**src/rtl/fp_pkg.sv**
```systemverilog
// Shared definitions for the float-to-integer conversion slice: rounding
// modes, default format widths and the field layout of the packed input word.
package fp_pkg;

  // Rounding mode encoding carried alongside each input word
  typedef enum logic [1:0] {
    TRUNC = 2'b00,
    RNE   = 2'b01,
    RHA   = 2'b10,
    RSVD  = 2'b11
  } round_mode_e;

  // Default format: 5-bit exponent, 16-bit explicit mantissa, 16-bit result
  localparam int DEF_EXP_W = 5;
  localparam int DEF_MAN_W = 16;
  localparam int DEF_BIAS  = 15;
  localparam int DEF_INT_W = 16;

  // The packed word is {sign, exp, man} with the mantissa in the low bits
  localparam int MAN_LSB      = 0;
  localparam int DEF_EXP_LSB  = MAN_LSB + DEF_MAN_W;
  localparam int DEF_SIGN_POS = DEF_EXP_LSB + DEF_EXP_W;

  // Bit position of the exponent LSB for a given mantissa width
  function automatic int exp_lsb(input int man_w);
    return MAN_LSB + man_w;
  endfunction

  // Bit position of the sign for given exponent and mantissa widths
  function automatic int sign_pos(input int exp_w, input int man_w);
    return MAN_LSB + man_w + exp_w;
  endfunction

endpackage

```
**src/rtl/fp_align_shift.sv**
```systemverilog
// Aligns the mantissa to the integer binary point: produces the integer
// magnitude, the guard bit and sticky OR of the discarded fraction, and an
// early overflow flag when significant bits land beyond the magnitude width.
module fp_align_shift
  import fp_pkg::*;
#(
  parameter int EXP_W = DEF_EXP_W,
  parameter int MAN_W = DEF_MAN_W,
  parameter int BIAS  = DEF_BIAS,
  parameter int INT_W = DEF_INT_W
) (
  input  logic [EXP_W-1:0] i_exp,
  input  logic [MAN_W-1:0] i_man,
  output logic [INT_W:0]   o_mag,
  output logic             o_guard,
  output logic             o_sticky,
  output logic             o_ovf_pre
);

  // One extra magnitude bit lets -2^(INT_W-1) and rounding carries be seen
  localparam int MAG_W  = INT_W + 1;
  localparam int WIDE_W = MAN_W + MAG_W;

  int                 exp_int;
  int                 shift;
  logic [WIDE_W-1:0]  wide;
  logic [2*MAN_W-1:0] ext;

  // Left shift for large exponents, right shift with guard/sticky otherwise
  always_comb begin
    exp_int              = 0;
    exp_int[EXP_W-1:0]   = i_exp;
    shift                = exp_int - BIAS - (MAN_W - 1);
    wide                 = '0;
    ext                  = '0;
    o_guard              = 1'b0;
    o_sticky             = 1'b0;
    o_ovf_pre            = 1'b0;
    if (shift > 0) begin
      if (shift >= MAG_W) begin
        o_ovf_pre = |i_man;
      end else begin
        wide = {{MAG_W{1'b0}}, i_man} << shift;
      end
    end else if (-shift > MAN_W) begin
      o_sticky = |i_man;
    end else begin
      ext      = {i_man, {MAN_W{1'b0}}} >> (-shift);
      wide     = {{MAG_W{1'b0}}, ext[2*MAN_W-1:MAN_W]};
      o_guard  = ext[MAN_W-1];
      o_sticky = |ext[MAN_W-2:0];
    end
    o_ovf_pre = o_ovf_pre | (|wide[WIDE_W-1:MAG_W]);
    o_mag     = wide[MAG_W-1:0];
  end

endmodule

```
**src/rtl/fp_to_int_pipe.sv**
```systemverilog
// Two-stage float-to-integer converter with valid/ready flow control.
// Stage 1 holds the aligned magnitude, guard/sticky, sign and mode; stage 2
// holds the rounded, signed and saturated result with its flags.
module fp_to_int_pipe
  import fp_pkg::*;
#(
  parameter int EXP_W = DEF_EXP_W,
  parameter int MAN_W = DEF_MAN_W,
  parameter int BIAS  = DEF_BIAS,
  parameter int INT_W = DEF_INT_W
) (
  input  logic                 i_clk,
  input  logic                 i_rst_n,
  input  logic                 i_valid,
  output logic                 o_ready,
  input  logic [EXP_W+MAN_W:0] i_a,
  input  logic [1:0]           i_mode,
  output logic                 o_valid,
  input  logic                 i_ready,
  output logic [INT_W-1:0]     o_c,
  output logic                 o_ovf,
  output logic                 o_inexact
);

  localparam int MAG_W    = INT_W + 1;
  localparam int E_LSB    = exp_lsb(MAN_W);
  localparam int S_POS    = sign_pos(EXP_W, MAN_W);
  localparam logic [MAG_W:0]   POS_LIM = {3'b000, {(INT_W-1){1'b1}}};
  localparam logic [MAG_W:0]   NEG_LIM = {2'b00, 1'b1, {(INT_W-1){1'b0}}};
  localparam logic [MAG_W:0]   ONE     = {{MAG_W{1'b0}}, 1'b1};
  localparam logic [INT_W-1:0] MAX_C   = {1'b0, {(INT_W-1){1'b1}}};
  localparam logic [INT_W-1:0] MIN_C   = {1'b1, {(INT_W-1){1'b0}}};

  logic              s1_v_q, s1_v_d;
  logic [MAG_W-1:0]  s1_mag_q, s1_mag_d;
  logic              s1_guard_q, s1_guard_d;
  logic              s1_sticky_q, s1_sticky_d;
  logic              s1_sign_q, s1_sign_d;
  logic              s1_ovf_q, s1_ovf_d;
  round_mode_e       s1_mode_q, s1_mode_d;
  logic              s2_v_q, s2_v_d;
  logic [INT_W-1:0]  s2_c_q, s2_c_d;
  logic              s2_ovf_q, s2_ovf_d;
  logic              s2_inexact_q, s2_inexact_d;

  logic [MAG_W-1:0]  al_mag;
  logic              al_guard, al_sticky, al_ovf_pre;
  logic              s2_load;
  logic              round_up, sat;
  logic [MAG_W:0]    mag_r, neg_r;

  fp_align_shift #(
    .EXP_W (EXP_W),
    .MAN_W (MAN_W),
    .BIAS  (BIAS),
    .INT_W (INT_W)
  ) u_align (
    .i_exp     (i_a[S_POS-1:E_LSB]),
    .i_man     (i_a[E_LSB-1:MAN_LSB]),
    .o_mag     (al_mag),
    .o_guard   (al_guard),
    .o_sticky  (al_sticky),
    .o_ovf_pre (al_ovf_pre)
  );

  // Handshake: stage 1 advances whenever it is empty or stage 2 takes its word
  always_comb begin
    s2_load     = s1_v_q && (!s2_v_q || i_ready);
    o_ready     = !s1_v_q || !s2_v_q || i_ready;
    s1_v_d      = o_ready ? i_valid : s1_v_q;
    s1_mag_d    = o_ready ? al_mag : s1_mag_q;
    s1_guard_d  = o_ready ? al_guard : s1_guard_q;
    s1_sticky_d = o_ready ? al_sticky : s1_sticky_q;
    s1_sign_d   = o_ready ? i_a[S_POS] : s1_sign_q;
    s1_ovf_d    = o_ready ? al_ovf_pre : s1_ovf_q;
    s1_mode_d   = o_ready ? round_mode_e'(i_mode) : s1_mode_q;
    s2_v_d      = s2_load ? 1'b1 : (i_ready ? 1'b0 : s2_v_q);
  end

  // Round the stage-1 magnitude, apply the sign, then saturate
  always_comb begin
    round_up = 1'b0;
    case (s1_mode_q)
      RNE:     round_up = s1_guard_q & (s1_sticky_q | s1_mag_q[0]);
      RHA:     round_up = s1_guard_q;
      default: round_up = 1'b0;
    endcase
    mag_r        = {1'b0, s1_mag_q} + (round_up ? ONE : '0);
    neg_r        = ~mag_r + ONE;
    sat          = s1_ovf_q || (s1_sign_q ? (mag_r > NEG_LIM) : (mag_r > POS_LIM));
    s2_c_d       = s2_c_q;
    s2_ovf_d     = s2_ovf_q;
    s2_inexact_d = s2_inexact_q;
    if (s2_load) begin
      if (sat) begin
        s2_c_d = s1_sign_q ? MIN_C : MAX_C;
      end else begin
        s2_c_d = s1_sign_q ? neg_r[INT_W-1:0] : mag_r[INT_W-1:0];
      end
      s2_ovf_d     = sat;
      s2_inexact_d = (s1_guard_q | s1_sticky_q) & !sat;
    end
  end

  // Pipeline registers; reset empties both stages and clears the outputs
  always_ff @(posedge i_clk or negedge i_rst_n) begin
    if (!i_rst_n) begin
      s1_v_q       <= 1'b0;
      s1_mag_q     <= '0;
      s1_guard_q   <= 1'b0;
      s1_sticky_q  <= 1'b0;
      s1_sign_q    <= 1'b0;
      s1_ovf_q     <= 1'b0;
      s1_mode_q    <= TRUNC;
      s2_v_q       <= 1'b0;
      s2_c_q       <= '0;
      s2_ovf_q     <= 1'b0;
      s2_inexact_q <= 1'b0;
    end else begin
      s1_v_q       <= s1_v_d;
      s1_mag_q     <= s1_mag_d;
      s1_guard_q   <= s1_guard_d;
      s1_sticky_q  <= s1_sticky_d;
      s1_sign_q    <= s1_sign_d;
      s1_ovf_q     <= s1_ovf_d;
      s1_mode_q    <= s1_mode_d;
      s2_v_q       <= s2_v_d;
      s2_c_q       <= s2_c_d;
      s2_ovf_q     <= s2_ovf_d;
      s2_inexact_q <= s2_inexact_d;
    end
  end

  assign o_valid   = s2_v_q;
  assign o_c       = s2_c_q;
  assign o_ovf     = s2_ovf_q;
  assign o_inexact = s2_inexact_q;

endmodule
```
**config.mk**
```make
export PLATFORM = sky130hd
export DESIGN_NAME = fp_to_int_pipe
export DESIGN_NICKNAME = d
export VERILOG_FILES = /design/src/rtl/fp_pkg.sv /design/src/rtl/fp_align_shift.sv /design/src/rtl/fp_to_int_pipe.sv
export SDC_FILE = /design/constraint.sdc
export NUM_CORES = 1
export LEC_CHECK = 0
export ABC_AREA = 1
export CAP_MARGIN = 0
export CORE_ASPECT_RATIO = 2
export CORE_MARGIN = 8
export CORE_UTILIZATION = 60
export CTS_BUF_LIST = sky130_fd_sc_hd__clkbuf_2 sky130_fd_sc_hd__clkbuf_4 sky130_fd_sc_hd__clkbuf_8
export CTS_CLUSTER_SIZE = 28
export DETAILED_ROUTE_END_ITERATION = 10
export PLACE_DENSITY = 0.82
export SYNTH_ARGS = -nofsm -noshare
export SYNTH_HDL_FRONTEND = slang
export SYNTH_SLANG_ARGS = --single-unit
```
**constraint.sdc**
```tcl
create_clock -name i_clk -period 7.9 [get_ports i_clk]
set_input_delay 1.58 -clock i_clk [delete_from_list [all_inputs] [get_ports i_clk]]
set_output_delay 1.58 -clock i_clk [all_outputs]
set_load 0.02 [all_outputs]
```
==> flow_summary.ini <==
[sta]
setup_tns_ns = 0
worst_slack_ns = 0.962
maxSlewHeadroom = 0.371
fin_skew_ns = 0.00584
worst_pin_slew_ns = 0.944
min_period_over_period = 0.878
min_period_ns = 6.94
setup-violations-final = 0
fmax_ghz = 0.144
rsz0062_at_grt = no
slew_violations = 0
finalHoldViolCount = 0

[worst_setup_path]
endpoint_kind = flop
critPathRequiredTime_ns = 8.14
reg2reg_to = o_c[15]
cp_max_fo = 34
start_kind = input port
critPathKind = input port to flop
worstSetupStartpoint = i_a[17]
cp.arrival_ns = 7.18
cp_slowest_cell = nor2_4
r2r_cells = 19
r2r-start = s1_mode_q[1]
critPathMaxStageDelay_ns = 0.61
r2r_setup_slack_ns = 3.33
cpMostUsedCell = nand2_1
crit_end = s1_sticky_q

[clocking]
cts_tree = built
ctsResizeCount = 0
cts_hold_buffers = 0
clockRootBuffer = clkbuf_8
cts_sinks = 43
cts_post_setup_buffers_inserted = 0
htree_levels = 2
path_clk_slew_ns = 0.08
cts_max_path_buffers = 2
numCtsBuffers = 5
clock_latency_ns = 0.30

[route]
drt_iter0_markers = 401
drc = 0
vias = 7037
drt_wl_total_um = 20200
vias_per_cell = 5.83
wire_per_inst_um = 16.8
firstDrtPassIters = 5
ant_nets = 0

[flow_run]
cap_viol_max_count = 0

[synth]
ys_warn_count = 0
syn_area_um2 = 5920
ys.flop_type = dfrtp_1
synth_top_cells_by_area = nand2_1 27%, dfrtp_1 18%, nor2_1 6.3%
synthCells = 1055
postSynthAreaPerCell_um2 = 5.61
synth_top_area_share = 0.265
synth-seq-cells = 43
syn_nets = 1099
synth_edf_count = 0
synth_area_leader_cell = nand2_1
synth-seq-area-share = 0.182
ys_async_sr_fraction = 1.00
synth.distinct_cells = 50

[final_layout]
num_antenna_cells = 0
finalNetCount = 1117
layout-drive-gt1-share = 0.0605
syn_to_final_growth_pct = 9.90

[place]
io_buffer_count = 47
dpl.hpwl_um = 16000
pre_cts_ws_ns = 0.794
place_congestion = 1.05

[floorplanning]
die_area_um2 = 13500
num_rows = 51
start_util = 0.610
core_um2 = 9700
die_w_um = 86.2
io_pins = 48
dieHeight_um = 156

[power]
switchingPower_uw = 441
intPower_uw = 522
p_comb_frac = 0.540
clkPwrFrac = 0.164
swShare = 0.458
p_per_area_nw_per_um2 = 148
peakVddDrop_v = 0.0000934
seqPwrFrac = 0.296
leakage_uw = 0.00338

[grt]
grt_max_degree = 45
grt_usage = 0.310
grt_first_pass_wirelength_um = 32900
antenna_found_initial = 0
overflow = 0
grt_pass1_vias = 6987

[status]
status = complete, no violations

[min_path]
hp-class = flop to flop
-- cell usage in the layout, fill, tap and decap left out, types with 11 or more instances in the layout --
cell / count
nand3_1: 69
clkdlybuf4s50_1: 46
nor3_1: 11
dfrtp_1: 43
nand2_1: 418
a21oi_1: 39
o21ai_0: 47
xor2_1: 25
a31oi_1: 11
nand4_1: 40
inv_1: 94
ha_1: 16
nor2_1: 100
-- flip-flops by register name (all words and copies together) (netlist names) --
signal,count
o_c,16
o_inexact,1
o_ovf,1
o_valid,1
s1_guard_q,1
s1_mag_q,17
s1_mode_q,2
s1_ovf_q,1
s1_sign_q,1
s1_sticky_q,1
s1_v_q,1
-- metal layers --
layer  part of all wire  track usage  vias up
met5                  0            0        -
met4              0.090        0.277        0
met3              0.062       0.0483      111
met2               0.52        0.583      302
met1               0.32        0.271     3168
li1                   -            -     3456
-- through the flow --
step | instance area [um2] | utilization | hold WS [ns] | std cells | power, uW
finish | 6500 | 0.670 | 0.494 | 1206 | 962
global route | 6500 | 0.670 | 0.533 | 1206 | 1030
CTS | 6500 | 0.670 | 0.496 | 1206 | 956
detailed placement | 6400 | 0.660 | 0.479 | 1198 | 799
global placement | 6400 | 0.660 | 0.454 | 1198 | 793
floorplan | 5920 | - | 0.448 | 1055 | 628
-- synth_stat cells (3+ instances only) --
library cell / count
nand4_1: 40
o21ai_0: 47
o21ai_2: 3
nor4_1: 8
nand2_1: 418
a31oi_1: 11
inv_1: 94
buf_1: 4
xor2_1: 25
nand2_4: 4
or2_2: 3
nand2_2: 8
clkbuf_1: 22
buf_2: 14
nor3_1: 11
nor2_2: 3
a22oi_1: 7
nand3_1: 69
nor2_1: 100
inv_2: 10
nand3_2: 6
o21a_1: 5
o21ai_1: 4
buf_6: 3
nor2_4: 4
dfrtp_1: 43
a21oi_1: 39
o22ai_1: 3
ha_1: 16
o31ai_1: 3
-- worst max-delay path, delay by kind of cell --
| kind | cells | cell delay, ns |
|---|---|---|
| simple gates | 22 | 3.37 |
| buf+inv | 4 | 0.89 |
| compound gates | 4 | 0.76 |
| fa+ha+maj | 2 | 0.57 |
-- kinds of logic (layout without fill, tap and decap cells) --
logic type,Yosys count,count (layout),synth area share
compound gates,134,134,0.132
simple gates,682,682,0.505
xor+xnor,27,27,0.0400
flops,43,43,0.182
fa+ha+maj,16,16,0.0338
buf+inv,151,170,0.104
mux,2,2,0.00338
-- power by group through the flow --
stage	Sequential (uW)	Clock (uW)	Combinational, uW
global placement	288	0	506
global route	292	170	573
detailed placement	290	0	509
finish	285	157	520
floorplan	319	0	308
CTS	285	158	513
-- worst min-delay path by stage --
stage / from / to / slack [ns] / depth (start not counted)
after global routing: o_c[15] / o_c[15] / 0.53 / 2
after detailed placement: o_c[8] / o_c[8] / 0.48 / 1
after floorplan: s1_v_q / o_valid / 0.45 / 2
final: o_c[8] / o_c[8] / 0.49 / 1
after CTS: o_c[8] / o_c[8] / 0.50 / 1
after global placement: s1_v_q / o_valid / 0.45 / 2
-- layout make-up --
cell class              instances  area (um2)
multi-input cells             861        4230
fillers                       992        3200
flip-flops and latches         43        1080
repair buffers                 56         533
inverters                     106         398
well taps                     132         165
clock buffers                   8         104
Power figures use the tool's default switching activity.
